File: src/rtl/ppu_fb_writer.sv
// ppu_fb_writer
// Captures PPU pixels whenever the beam pointer moves to a new coordinate,
// queues them in a FIFO, and writes them to the frame buffer through a
// request/acknowledge handshake.
//
// Ports
//   PPU_SLOW_CLOCK  : clock, all state updates on its rising edge
//   RST             : asynchronous active-high reset
//   ENABLE          : capture enable (queued entries still drain when low)
//   VGA_STREAM_DATA : 6-bit colour index of the current pixel
//   PPU_PTR_X/Y     : current pixel column / scanline
//   FB_ADDR/FB_DATA : frame-buffer write address {Y,X} and data
//   FB_WE           : write request, held until FB_ACK is sampled high
//   FB_ACK          : write accepted by the memory
//   FRAME_DONE      : one-cycle pulse after the write to 0xEFFF is accepted
//   OVERFLOW        : sticky, set when a capture is dropped on a full FIFO
//   DROP_COUNT      : saturating count of dropped captures
module ppu_fb_writer #(
   parameter int unsigned FIFO_DEPTH = 16
) (
   input  logic        PPU_SLOW_CLOCK,
   input  logic        RST,
   input  logic        ENABLE,
   input  logic [5:0]  VGA_STREAM_DATA,
   input  logic [7:0]  PPU_PTR_X,
   input  logic [7:0]  PPU_PTR_Y,
   output logic [15:0] FB_ADDR,
   output logic [5:0]  FB_DATA,
   output logic        FB_WE,
   input  logic        FB_ACK,
   output logic        FRAME_DONE,
   output logic        OVERFLOW,
   output logic [7:0]  DROP_COUNT
);

   localparam int unsigned PW   = $clog2(FIFO_DEPTH);
   localparam int unsigned PTRW = PW + 1;
   localparam int unsigned AW   = 16;
   localparam int unsigned DW   = 6;
   localparam int unsigned EW   = AW + DW;
   localparam int unsigned CW   = 8;

   localparam logic [AW-1:0] LAST_ADDR = 16'hEFFF;
   localparam logic [7:0]    RST_X     = 8'd255;
   localparam logic [7:0]    RST_Y     = 8'd239;

   typedef enum logic {
      IDLE = 1'b0,
      REQ  = 1'b1
   } state_t;

   // State
   state_t            r_state;
   logic [7:0]        r_prev_x;
   logic [7:0]        r_prev_y;
   logic [PTRW-1:0]   r_wr_ptr;
   logic [PTRW-1:0]   r_rd_ptr;
   logic [EW-1:0]     r_mem [FIFO_DEPTH];
   logic              r_we;
   logic [AW-1:0]     r_addr;
   logic [DW-1:0]     r_data;
   logic              r_frame_done;
   logic              r_overflow;
   logic [CW-1:0]     r_drop_count;

   // Combinational
   state_t            w_state_nxt;
   logic              w_we_nxt;
   logic [AW-1:0]     w_addr_nxt;
   logic [DW-1:0]     w_data_nxt;
   logic              w_frame_done_nxt;
   logic              w_pop;
   logic              w_capture;
   logic              w_push;
   logic              w_drop;
   logic              w_empty;
   logic              w_full;
   logic              w_more;
   logic [PTRW-1:0]   w_count;
   logic [PTRW-1:0]   w_rd_ptr_inc;
   logic [EW-1:0]     w_head;
   logic [EW-1:0]     w_next;

   assign FB_ADDR    = r_addr;
   assign FB_DATA    = r_data;
   assign FB_WE      = r_we;
   assign FRAME_DONE = r_frame_done;
   assign OVERFLOW   = r_overflow;
   assign DROP_COUNT = r_drop_count;

   // Capture on a coordinate change; blanking repeats of the clamped pointer collapse to one.
   assign w_capture = ENABLE && ({PPU_PTR_Y, PPU_PTR_X} != {r_prev_y, r_prev_x});

   // Full is judged on the current pointers, so a same-edge pop does not rescue a capture.
   assign w_count  = r_wr_ptr - r_rd_ptr;
   assign w_empty  = (r_wr_ptr == r_rd_ptr);
   assign w_full   = (r_wr_ptr[PW] != r_rd_ptr[PW]) &&
                     (r_wr_ptr[PW-1:0] == r_rd_ptr[PW-1:0]);
   assign w_push   = w_capture && !w_full;
   assign w_drop   = w_capture && w_full;

   // The entry in the output register stays in the FIFO until acknowledged,
   // so the output register counts toward FIFO_DEPTH.
   assign w_more       = (w_count > PTRW'(1));
   assign w_rd_ptr_inc = r_rd_ptr + PTRW'(1);
   assign w_head       = r_mem[r_rd_ptr[PW-1:0]];
   assign w_next       = r_mem[w_rd_ptr_inc[PW-1:0]];

   // FIFO storage (no reset needed; validity tracked by the pointers)
   always_ff @(posedge PPU_SLOW_CLOCK) begin
      if (w_push) begin
         r_mem[r_wr_ptr[PW-1:0]] <= {PPU_PTR_Y, PPU_PTR_X, VGA_STREAM_DATA};
      end
   end

   // Write FSM next-state and output logic
   always_comb begin
      w_state_nxt      = r_state;
      w_we_nxt         = r_we;
      w_addr_nxt       = r_addr;
      w_data_nxt       = r_data;
      w_frame_done_nxt = 1'b0;
      w_pop            = 1'b0;
      case (r_state)
         IDLE: begin
            if (!w_empty) begin
               {w_addr_nxt, w_data_nxt} = w_head;
               w_we_nxt                 = 1'b1;
               w_state_nxt              = REQ;
            end
         end
         REQ: begin
            if (FB_ACK) begin
               w_pop            = 1'b1;
               w_frame_done_nxt = (r_addr == LAST_ADDR);
               if (w_more) begin
                  {w_addr_nxt, w_data_nxt} = w_next;
               end else begin
                  w_we_nxt    = 1'b0;
                  w_state_nxt = IDLE;
               end
            end
         end
         default: begin
            w_we_nxt    = 1'b0;
            w_state_nxt = IDLE;
         end
      endcase
   end

   // State, output and FIFO pointer registers
   always_ff @(posedge PPU_SLOW_CLOCK or posedge RST) begin
      if (RST) begin
         r_state      <= IDLE;
         r_we         <= 1'b0;
         r_addr       <= '0;
         r_data       <= '0;
         r_frame_done <= 1'b0;
         r_wr_ptr     <= '0;
         r_rd_ptr     <= '0;
         r_prev_x     <= RST_X;
         r_prev_y     <= RST_Y;
      end else begin
         r_state      <= w_state_nxt;
         r_we         <= w_we_nxt;
         r_addr       <= w_addr_nxt;
         r_data       <= w_data_nxt;
         r_frame_done <= w_frame_done_nxt;
         r_prev_x     <= PPU_PTR_X;
         r_prev_y     <= PPU_PTR_Y;
         if (w_push) begin
            r_wr_ptr <= r_wr_ptr + PTRW'(1);
         end
         if (w_pop) begin
            r_rd_ptr <= w_rd_ptr_inc;
         end
      end
   end

   // Sticky overflow flag and saturating drop counter
   always_ff @(posedge PPU_SLOW_CLOCK or posedge RST) begin
      if (RST) begin
         r_overflow   <= 1'b0;
         r_drop_count <= '0;
      end else if (w_drop) begin
         r_overflow <= 1'b1;
         if (r_drop_count != {CW{1'b1}}) begin
            r_drop_count <= r_drop_count + CW'(1);
         end
      end
   end

endmodule

File: config.mk
export PLATFORM = sky130hd
export DESIGN_NAME = ppu_fb_writer
export DESIGN_NICKNAME = d
export VERILOG_FILES = /design/src/rtl/ppu_fb_writer.sv
export SDC_FILE = /design/constraint.sdc
export NUM_CORES = 1
export LEC_CHECK = 0
export CORE_MARGIN = 2
export CORE_UTILIZATION = 62
export DETAILED_ROUTE_END_ITERATION = 10
export PLACE_DENSITY_LB_ADDON = 0.2
export RECOVER_POWER = 50
export SYNTH_ARGS = -nofsm -noshare
export SYNTH_HDL_FRONTEND = slang
export SYNTH_SLANG_ARGS = --single-unit
File: constraint.sdc
create_clock -name PPU_SLOW_CLOCK -period 5.82 [get_ports PPU_SLOW_CLOCK]
set_clock_uncertainty 0.15 [all_clocks]
set_input_delay 1.164 -clock PPU_SLOW_CLOCK [delete_from_list [all_inputs] [get_ports PPU_SLOW_CLOCK]]
set_output_delay 1.164 -clock PPU_SLOW_CLOCK [all_outputs]
set_load 0.05 [all_outputs]
Word-level counts from Yosys, hierarchy flattened
Memories as Yosys holds them, arrays and structs flattened.
Cells that the tools add are included.
Widths: inputs -> output; s select.
{"block": "totals", "ramBits": 352, "wordCells": 58, "out_inout_bits": 33, "memories": 1, "regBits": 60}
{"memory": "r_mem", "depth": 16, "width": 22, "read_ports": 2, "rd_ports_with_merged_regs": 0, "wr": 1, "line_no": "58", "rtl": "logic [EW-1:0] r_mem [FIFO_DEPTH];"}
{"block": "op_classes", "mux": 22, "eq_ne": 10, "addsub": 4, "n_reduce_logical": 8, "order_cmp": 1, "bitwise": 1}
{"op": "$mux 16", "n": 3}
{"op": "$pmux 16 s2", "n": 1}
{"op": "$mux 6", "n": 3}
{"op": "$eq 16x16->1 const B", "n": 1}
{"op": "$ne 16x16->1", "n": 1}
{"op": "$mux 1", "n": 12}
{"op": "$pmux 6 s2", "n": 1}
{"op": "$add 5x1->5 const B", "n": 2}
{"op": "$add 8x1->8 const B", "n": 1}
{"op": "$ne 8x8->1 const B", "n": 1}
{"op": "$ne 2x2->1 const B", "n": 3}
{"op": "$reduce_and 3->1", "n": 2}
{"op": "$eq 5x5->1", "n": 1}
{"op": "$gt 5x1->1 const B", "n": 1}
{"op": "$sub 5x5->5", "n": 1}
{"op": "$eq 4x4->1", "n": 1}
{"op": "$logic_and 1x1->1", "n": 4}
{"op": "$pmux 1 s2", "n": 2}
{"op": "$ne 2x1->1 const B", "n": 1}
{"op": "$reduce_and 2->1", "n": 1}
{"op": "$logic_not 1->1", "n": 1}
{"op": "$ne 1x1->1", "n": 1}
{"op": "$not 1->1", "n": 1}

Longest topological paths before layout
Gate-level depths: netlist (run 1).
{"block": "depth", "word_depth": 6, "depth_mapped": 11}

Worst setup path before layout (run 1)
Ideal clock, no wire load.
{"block": "synth_timing", "path_type": "reg-to-reg", "start": "reg r_rd_ptr[1]", "end": "mem r_mem[15][0] (netlist name), enable pin", "period_less_slack_ps": 4663, "required_ps": 5199, "arrival_ps": 4042, "path_buffers": 2, "setup_slack_ps": 1157, "stages_incl_launch_ff": 8, "cell_sequence": "dfrtp_1 > clkbuf_1 > clkbuf_1 > inv_1 > ha_1 > nand4_1 > nor2_1 > nor4b_1"}
{"block": "synth_via", "elab_chain_cells": 6}
{"element": "from (decl)", "line_no": "57", "rtl": "logic [PTRW-1:0] r_rd_ptr;"}
{"element": "from (signal assigned)", "line_no": "175", "rtl": "r_rd_ptr <= w_rd_ptr_inc;"}
{"element": "$eq 4x4->1", "line_no": "98", "rtl": "(r_wr_ptr[PW-1:0] == r_rd_ptr[PW-1:0]);"}
{"element": "$logic_and 1x1->1", "line_no": "97", "rtl": "assign w_full = (r_wr_ptr[PW] != r_rd_ptr[PW]) &&"}
{"element": "$logic_not 1->1", "line_no": "99", "rtl": "assign w_push = w_capture && !w_full;"}
{"element": "$logic_and 1x1->1", "line_no": "99"}
{"element": "$mux 1", "line_no": "111", "rtl": "if (w_push) begin"}
{"element": "$mux 1 (not written as such)", "line_no": "112", "rtl": "r_mem[r_wr_ptr[PW-1:0]] <= {PPU_PTR_Y, PPU_PTR_X, VGA_STREAM_DATA};"}
{"element": "to (decl)", "line_no": "58"}
Every way passes these cells.

Worst setup path in the final report (run 1)
{"block": "layout_timing", "start": "in PPU_PTR_Y[0]", "end": "mem r_mem[3][15] (netlist name), enable pin"}
{"block": "layout_via", "elab_chain_cells": 5}
{"element": "from (decl)", "line_no": "26", "rtl": "input logic [7:0] PPU_PTR_Y,"}
{"element": "$ne 16x16->1", "line_no": "92", "rtl": "assign w_capture = ENABLE && ({PPU_PTR_Y, PPU_PTR_X} != {r_prev_y, r_prev_x});"}
{"element": "$logic_and 1x1->1", "line_no": "92"}
{"element": "$logic_and 1x1->1", "line_no": "99"}
{"element": "$mux 1", "line_no": "111"}
{"element": "$mux 1 (not written as such)", "line_no": "112"}
Every way passes these cells.

==> flow_metrics.py, run 1 <==
metrics = {
    "placed_design": {
        "placedInstanceArea_um2": 20000,
        "placed_cells": 1372,
        "dp_hpwl_mm": 26.2,
        "place.gp.congestion": 0.792,
        "pre_cts_ws_ns": 1.03,
        "place.port_buffers": 58,
    },
    "critical_path": {
        "cp_max_fo": 18,
        "end_kind": "flop",
        "critPathArrivalTime_ns": 4.74,
        "critPathBufInv": 3,
        "crit_family": "simple AND/OR/NAND/NOR gates",
        "worst_path_max_delay_cell": "nor3_2",
        "cp.required_ns": 5.90,
        "cp_cell_sequence": "dlygate4sd3_1 -> clkbuf_1 -> xnor2_1 -> nand4_1 -> o41ai_1 -> nor2_1 -> nand2_1 -> nor3_2 -> buf_4",
        "worstSetupStartpointType": "input port",
        "slowest_delay_ns": 0.76,
        "critical_path_class": "input port to flop",
    },
    "cts": {
        "path_clk_slew_ns": 0.06,
        "post_cts_buffers": 0,
        "cts-root-buf": "clkbuf_16",
        "cts_buffer_depth": 3,
        "insertion_delay_ns": 0.55,
        "cts_tree": "done",
        "cts.sinks": 412,
        "ctsResizeCount": 0,
        "htree_levels": 2,
        "hold_buffers": 0,
        "numCtsBuffers": 42,
    },
    "timing": {
        "setup_ws_ns": 1.16,
        "timing.fmax_ghz": 0.215,
        "slew_headroom": -0.100,
        "hold_slack_ns": 0.324,
        "fin_setup_tns_ns": 0,
        "min_period_ns": 4.66,
        "hold_viol": 0,
        "rsz0062_at_grt": "false",
        "min_period_over_period": 0.801,
        "maxSlewViolCount": 63,
        "setup_violations": 0,
        "worst_pin_slew_ns": 1.65,
    },
    "logic_synthesis": {
        "syn-num-nets": 985,
        "yosys_warnings": 0,
        "yosys.area.top_type": "edfxtp_1",
        "ys_ff_latch": 412,
        "synth.most_common_cell": "edfxtp_1",
        "yosysSeqAreaShare": 0.645,
        "synth_area_um2": 18700,
        "ys_top_cells_by_count": "352 x edfxtp_1, 176 x mux4_2, 45 x dfrtp_1",
        "synthTopCellsByArea": "edfxtp_1 56%, mux4_2 21%, dfrtp_1 6.0%",
        "avgSynthCellArea_um2": 19.8,
        "synth.distinct_cells": 44,
        "async_flop_share": 0.146,
        "synth_edf_count": 352,
        "synth_top_area_frac": 0.564,
        "synth_flop_cell": "edfxtp_1",
        "netlist_instances": 948,
    },
    "run_status": {
        "violations": "max-capacitance violations, max-slew violations",
        "outcome": "finished, violations left",
    },
    "grt": {
        "antenna_found_initial": 0,
        "grt_pass1_vias": 10400,
        "grt_max_degree": 69,
        "grt_pass1_wl_mm": 66.5,
        "overflow": 0,
        "gr-usage-all-layers": 0.294,
    },
    "power": {
        "power.density_nw_per_um2": 595,
        "total_power_mw": 12.7,
        "p_leak_nw": 7.01,
        "peakVddDrop_mv": 0.521,
    },
    "die": {
        "die_x_um": 178,
        "initial_core_util": 0.631,
        "io-pin-count": 59,
        "dieArea_um2": 31600,
        "fp.dieH_um": 178,
        "core_um2": 29700,
        "rows": 63,
    },
    "finish": {
        "antenna_cells": 0,
        "syn_to_final_growth_pct": 13.6,
        "stdcell_count": 1449,
        "postLayoutCoreUtil": 0.717,
        "layout-drive-gt1-share": 0.311,
        "finalInstanceArea_um2": 21300,
        "final_nets": 1063,
    },
    "detailed_routing": {
        "drc": 0,
        "vias_per_cell": 7.16,
        "wl_per_cell_um": 30.8,
        "wl_mm": 44.7,
        "drt_first_iter_violations": 1209,
        "drtPass1Iterations": 7,
        "ant_nets": 0,
        "vias": 10400,
    },
    "worst_hold_path": {
        "hold_class": "flop to flop",
    },
    "job": {
        "maxCapViolations": 2,
    },
}
sequential cells by signal, summed over array words and instances, names as in the netlist, 5 cells and up:
name and cells:
DROP_COUNT 8, FB_ADDR 16, FB_DATA 6, r_mem 352
r_prev_x 8, r_prev_y 8, r_rd_ptr 5, r_wr_ptr 5
path summary, 6_finish.rpt:
kind	startpoint	endpoint	slack (ns)	depth (start not counted)
worst min-delay path	OVERFLOW	OVERFLOW	0.32	1
worst max-delay path	PPU_PTR_Y[0]	r_mem[3][15]	1.16	9
worst min register to register	OVERFLOW	OVERFLOW	0.32	1
min in group asynchronous	RST	FB_DATA[2]	1.43	2
worst max register to register	r_rd_ptr[1]	r_mem[3][15]	1.91	8
max in group asynchronous	RST	FB_ADDR[1]	1.85	3
final cells by class:
type                    instances  area, um2
clock buffers                  56       1160
clock inverters                21        230
fillers                      1748       8420
inverters                      10       37.5
multi-input cells             462       6430
flip-flops and latches        412      12100
well taps                     390        488
repair buffers                 98        853
placed cells by master, fill, tap and decap left out, types with 3 or more instances in the layout:
cell             count
dfrtp_1             43
clkbuf_16           43
xor2_1               9
buf_4               24
nor3_1               3
a22o_1              44
nand3_1              6
edfxtp_1           352
clkinv_2             7
or3_1                3
mux2_2              24
inv_1               10
clkinv_1             5
xnor2_1             26
nor3_2               4
mux4_2             176
nand2_1             10
a21oi_1              3
nor2_2               4
clkdlybuf4s50_1     34
o21ai_1             22
bufinv_16            4
ha_1                 9
dfstp_2             15
nor2_1               7
clkbuf_8             4
nand4_1             11
dlygate4sd3_1       24
clkbuf_1            23
o221ai_1            22
mux2i_1             44
nor2_4              11
nand2b_1             4
power breakdown:
part           total [mW]  switching [mW]  leakage (nW)  internal [mW]
registers            4.00           0.355          3.87           3.64
logic                5.97            3.17          2.46           2.81
clock network        2.71            1.12         0.679           1.59
routing by layer:
layer | up-vias | track usage | wire [um]
li1 | 4203 | - | -
met1 | 5481 | 0.430 | 17700
met2 | 601 | 0.464 | 21800
met3 | 84 | 0.0559 | 4050
met4 | 0 | 0.0840 | 1120
met5 | - | 0 | 0
kinds of logic (layout without fill, tap and decap cells):
logic type               count (synthesis)  after routing  synth area share
flip-flops                             412            412             0.645
multiplexers                           245            245             0.250
AO/OA/AOI/OAI                           98             98            0.0400
buffers and inverters                   74            185            0.0206
AND/OR/NAND/NOR                         72             72            0.0196
XOR/XNOR                                36             36            0.0172
adder cells (fa/ha/maj)                 11             11           0.00774
No activity file was read; power rests on OpenSTA's default activity.
==> run 2: changes to the inputs <==
Clock period 5.82 ns to 4.5 ns, I/O delays scaled along.
==> flow_metrics.py, run 2 (synthesis gave the netlist of run 1 again) <==
metrics = {
    "timing": {
        "min_period_over_period": 0.792,
        "setup_violations": 0,
        "slew_headroom": 0.184,
        "min_period_ns": 3.56,
        "fin_setup_tns_ns": 0,
        "maxSlewViolCount": 0,
        "worst_pin_slew_ns": 1.22,
        "hold_viol": 0,
        "rsz0062_at_grt": "false",
        "timing.fmax_ghz": 0.281,
    },
    "detailed_routing": {
        "drtPass1Iterations": 5,
        "drc": 0,
        "vias": 10400,
        "drt_first_iter_violations": 1083,
        "vias_per_cell": 7.11,
        "wl_mm": 44.4,
        "ant_nets": 0,
        "wl_per_cell_um": 30.3,
    },
    "placed_design": {
        "dp_hpwl_mm": 27.5,
        "place.port_buffers": 58,
        "place.gp.congestion": 0.819,
    },
    "cts": {
        "numCtsBuffers": 42,
        "path_clk_slew_ns": 0.06,
        "htree_levels": 2,
        "post_cts_buffers": 0,
        "hold_buffers": 0,
        "insertion_delay_ns": 0.54,
        "cts-root-buf": "clkbuf_16",
        "cts.sinks": 412,
        "cts_buffer_depth": 3,
        "ctsResizeCount": 0,
        "cts_tree": "done",
    },
    "grt": {
        "overflow": 0,
        "grt_pass1_wl_mm": 67.0,
        "gr-usage-met2": 0.482,
        "grt_pass1_vias": 10900,
        "grtUsageMet3": 0.0473,
        "use_met1": 0.408,
        "grt_max_degree": 109,
        "grt-busiest-layer": "met2",
        "antenna_found_initial": 0,
        "gr-usage-all-layers": 0.295,
    },
    "finish": {
        "antenna_cells": 0,
        "final_nets": 1078,
        "layout-drive-gt1-share": 0.316,
        "layout_common_cells": "352 x edfxtp_1, 176 x mux4_2, 44 x mux2i_1, 44 x a22o_1, 43 x dfrtp_1",
        "largest_reg_flops": 352,
        "layout.cells.most_common": "edfxtp_1",
        "syn_to_final_growth_pct": 14.4,
    },
    "die": {
        "fp.dieH_um": 178,
        "rows": 63,
        "initial_core_util": 0.631,
        "io-pin-count": 59,
        "dieArea_um2": 31600,
        "die_x_um": 178,
        "core_um2": 29700,
    },
    "critical_path": {
        "worst_path_max_delay_cell": "dlygate4sd3_1",
        "worstSetupStartpointType": "input port",
        "cp_max_fo": 22,
        "cp_cell_sequence": "dlygate4sd3_1 -> xnor2_1 -> nand4_1 -> o41ai_1 -> buf_4 -> nor2_1 -> buf_4 -> nand2_1 -> nor3_2 -> buf_4",
        "critPathBufInv": 4,
        "critPathArrivalTime_ns": 3.64,
        "cp.required_ns": 4.58,
        "end_kind": "flop",
        "crit_family": "buffers and inverters",
        "crit_path_frequent_cell": "buf_4",
        "slowest_delay_ns": 0.58,
        "critical_path_class": "input port to flop",
    },
    "run_status": {
        "outcome": "complete, no violations",
    },
    "power": {
        "power.density_nw_per_um2": 757,
        "peakVddDrop_mv": 0.641,
        "total_power_mw": 16.2,
        "p_leak_nw": 7.07,
    },
    "worst_hold_path": {
        "hold_class": "flop to flop",
    },
    "job": {
        "maxCapViolations": 0,
    },
}
-- run 2: changes by cell type in the layout (fill, tap and decap cells not counted), sizes merged --
cell	delta
clkbuf	-4
clkinvlp	+2
bufinv	-1
buf	+11
clkinv	+6
inv	+2
-- run 2: area by class of cell --
cell class | count | area (um2)
multi-input combinational | 462 | 6440
fill | 1744 | 8260
clock buffer | 48 | 1070
timing repair buffer | 113 | 1080
sequential | 412 | 12100
clock inverter | 30 | 243
tap | 390 | 488
inverter | 10 | 37.5
-- run 2: worst paths after layout --
kind / start / endpoint / slack (ns) / depth (start not counted)
hold reg to reg: OVERFLOW / OVERFLOW / 0.34 / 1
min in group asynchronous: RST / FB_ADDR[12] / 0.97 / 2
setup reg to reg: r_rd_ptr[0] / FB_ADDR[15] / 1.10 / 9
setup / recovery: PPU_PTR_Y[7] / r_mem[2][17] / 0.94 / 10
hold / removal: OVERFLOW / OVERFLOW / 0.34 / 1
max in group asynchronous: RST / FB_ADDR[2] / 1.53 / 3
-- run 2: per-stage QoR --
step	hold slack, ns	setup slack, ns	cells	cell area, um2	util
2_1_floorplan	0.348	0.359	948	18800	-
3_3_place_gp	0.315	0.566	1387	20200	0.680
3_5_place_dp	0.321	0.587	1387	20200	0.680
4_1_cts	0.335	1.12	1465	21500	0.724
5_1_grt	0.369	0.921	1465	21500	0.722
6_report	0.339	0.937	1465	21500	0.722
-- run 2: layer usage --
layer  routed length [um]  part of all wire
met2                22200              0.50
met3                 3470             0.078
met4                 1690             0.038
met5                    0                 0
met1                17000              0.38
-- run 2: power by group --
| part | leakage (nW) | total [mW] | internal (mW) | switching (mW) |
|---|---|---|---|---|
| Combinational | 2.56 | 7.81 | 3.70 | 4.10 |
| Clock | 0.641 | 3.33 | 1.90 | 1.43 |
| Sequential | 3.87 | 5.11 | 4.71 | 0.400 |
| Total | 7.07 | 16.2 | 10.3 | 5.94 |
==> run 3: changes to the inputs <==
Settings changed: CORE_UTILIZATION 62 to 56.
Clock period 4.5 ns to 3.2 ns, I/O delays scaled along.
==> flow_metrics.py, run 3 (synthesis gave the netlist of run 1 again) <==
metrics = {
    "run_status": {
        "outcome": "finished, violations left",
        "violations": "negative setup slack",
    },
    "power": {
        "p_switching_mw": 8.42,
        "internal_power_mw": 15.0,
        "seqPwrFrac": 0.301,
        "p_leak_nw": 7.27,
        "power.density_nw_per_um2": 1060,
        "switching_share": 0.360,
        "peakVddDrop_mv": 1.28,
        "p_clk_frac": 0.202,
        "combPwrFrac": 0.497,
    },
    "timing": {
        "hold_viol": 0,
        "setup_violations": 5,
        "maxSlewViolCount": 0,
        "fin_setup_tns_ns": -0.00978,
        "timing.fmax_ghz": 0.312,
        "min_period_over_period": 1.00,
        "setup_ws_ns": -0.00672,
        "slew_headroom": 0.220,
        "min_period_ns": 3.21,
        "worst_pin_slew_ns": 1.17,
    },
    "die": {
        "core_um2": 33300,
        "rows": 67,
        "dieArea_um2": 35000,
        "fp.dieH_um": 187,
        "initial_core_util": 0.563,
        "io-pin-count": 59,
        "die_x_um": 187,
    },
    "cts": {
        "cts-root-buf": "clkbuf_16",
        "cts.sinks": 412,
        "post_cts_buffers": 0,
        "numCtsBuffers": 43,
        "path_clk_slew_ns": 0.06,
        "htree_levels": 2,
        "insertion_delay_ns": 0.54,
        "cts_tree": "done",
        "cts_buffer_depth": 3,
    },
    "critical_path": {
        "critical_path_class": "input port to flop",
        "worst_path_max_delay_cell": "nor2_2",
        "slowest_delay_ns": 0.90,
        "end_kind": "flop",
        "cp_max_fo": 11,
        "crit_path_frequent_cell": "nor2_2",
        "crit_family": "simple AND/OR/NAND/NOR gates",
        "cp_cell_sequence": "dlygate4sd3_1 -> xnor2_1 -> nand4_1 -> o41ai_1 -> buf_4 -> nor2_2 -> nand2_1 -> nor2_2",
        "critPathBufInv": 2,
        "worstSetupStartpointType": "input port",
        "cp.required_ns": 3.20,
        "critPathArrivalTime_ns": 3.21,
    },
    "placed_design": {
        "dp_hpwl_mm": 27.4,
        "placed_cells": 1471,
        "place.port_buffers": 58,
        "place.gp.congestion": 0.795,
    },
    "finish": {
        "largest_reg_flops": 352,
        "postLayoutCoreUtil": 0.660,
        "final_nets": 1106,
        "stdcell_count": 1549,
        "layout_common_cells": "352 x edfxtp_1, 176 x mux4_2, 44 x mux2i_1, 44 x a22o_1",
        "layout.cells.most_common": "edfxtp_1",
        "syn_to_final_growth_pct": 17.2,
        "nFillCells": 2212,
        "antenna_cells": 0,
        "layout-drive-gt1-share": 0.329,
    },
    "grt": {
        "gr-usage-all-layers": 0.264,
        "overflow": 0,
        "grt_max_degree": 115,
        "antenna_found_initial": 1,
        "grt_pass1_wl_mm": 67.3,
        "grt_pass1_vias": 10600,
    },
    "worst_hold_path": {
        "hold_class": "flop to flop",
    },
    "detailed_routing": {
        "vias_per_cell": 6.69,
        "drtPass1Iterations": 5,
        "ant_nets": 0,
        "vias": 10400,
        "wl_mm": 45.1,
        "wl_per_cell_um": 29.1,
        "drt_first_iter_violations": 1112,
        "drc": 0,
    },
    "job": {
        "maxCapViolations": 0,
    },
}
[run 3: worst register-to-register path, delay by kind of cell (launching register included)]
kind / cells / cell delay (ns)
and+or+nand+nor: 5 / 1.71
DFF: 1 / 0.38
adders and majority gates: 1 / 0.31
buffers and inverters: 1 / 0.16
[run 3: power by group through the flow]
stage          combinational, mW  clock [mW]  sequential [mW]
4_1_cts                     11.7        4.81             7.04
3_5_place_dp                11.6           0             7.14
6_report                    11.6        4.72             7.05
2_1_floorplan               7.60           0             7.59
5_1_grt                     12.3        5.01             7.12
3_3_place_gp                11.5           0             7.11
[run 3: repair_timing]
| item | in CTS | in global routing |
|---|---|---|
| hold buffers | 0 | 0 |
| gates resized for setup | 0 | 1 |
| endpoints found under the setup margin | 0 | 66 |
[run 3: cell type report]
class,count,area (um2),share of cell area
flip-flops and latches,412,12100,0.550
well taps,448,561,0.0255
clock inverters,12,108,0.00490
repair buffers,139,1490,0.0676
multi-input cells,463,6470,0.294
inverters,10,37.5,0.00171
clock buffers,65,1220,0.0554
[run 3: worst paths after layout]
path                            slack, ns             to         start  depth (start not counted)
worst min register to register       0.33       OVERFLOW      OVERFLOW                          1
min in group asynchronous            0.71    r_rd_ptr[0]           RST                          2
max in group asynchronous            0.74     FB_ADDR[1]           RST                          3
worst min-delay path                 0.33       OVERFLOW      OVERFLOW                          1
worst max-delay path               -0.007  r_mem[10][16]  PPU_PTR_Y[6]                          8
worst max register to register       0.11  r_mem[10][16]   r_rd_ptr[2]                          7
[run 3: per-stage QoR]
step	instance area [um2]	hold WS, ns	power, mW	setup WS [ns]
6_report	22000	0.327	23.4	-0.00672
5_1_grt	22000	0.353	24.5	-0.00745
4_1_cts	22000	0.323	23.5	0.0543
3_5_place_dp	20700	0.305	18.7	-0.492
3_3_place_gp	20700	0.299	18.6	-0.443
2_1_floorplan	18800	0.348	15.2	-0.228
[run 3: routing by layer]
layer	share of wire	vias to the layer above	GRT usage	wire length [um]
li1	-	4285	-	-
met1	0.41	5481	0.389	18400
met2	0.47	529	0.408	21400
met3	0.095	70	0.0572	4280
met4	0.022	0	0.0717	1000
met5	0	-	0	0
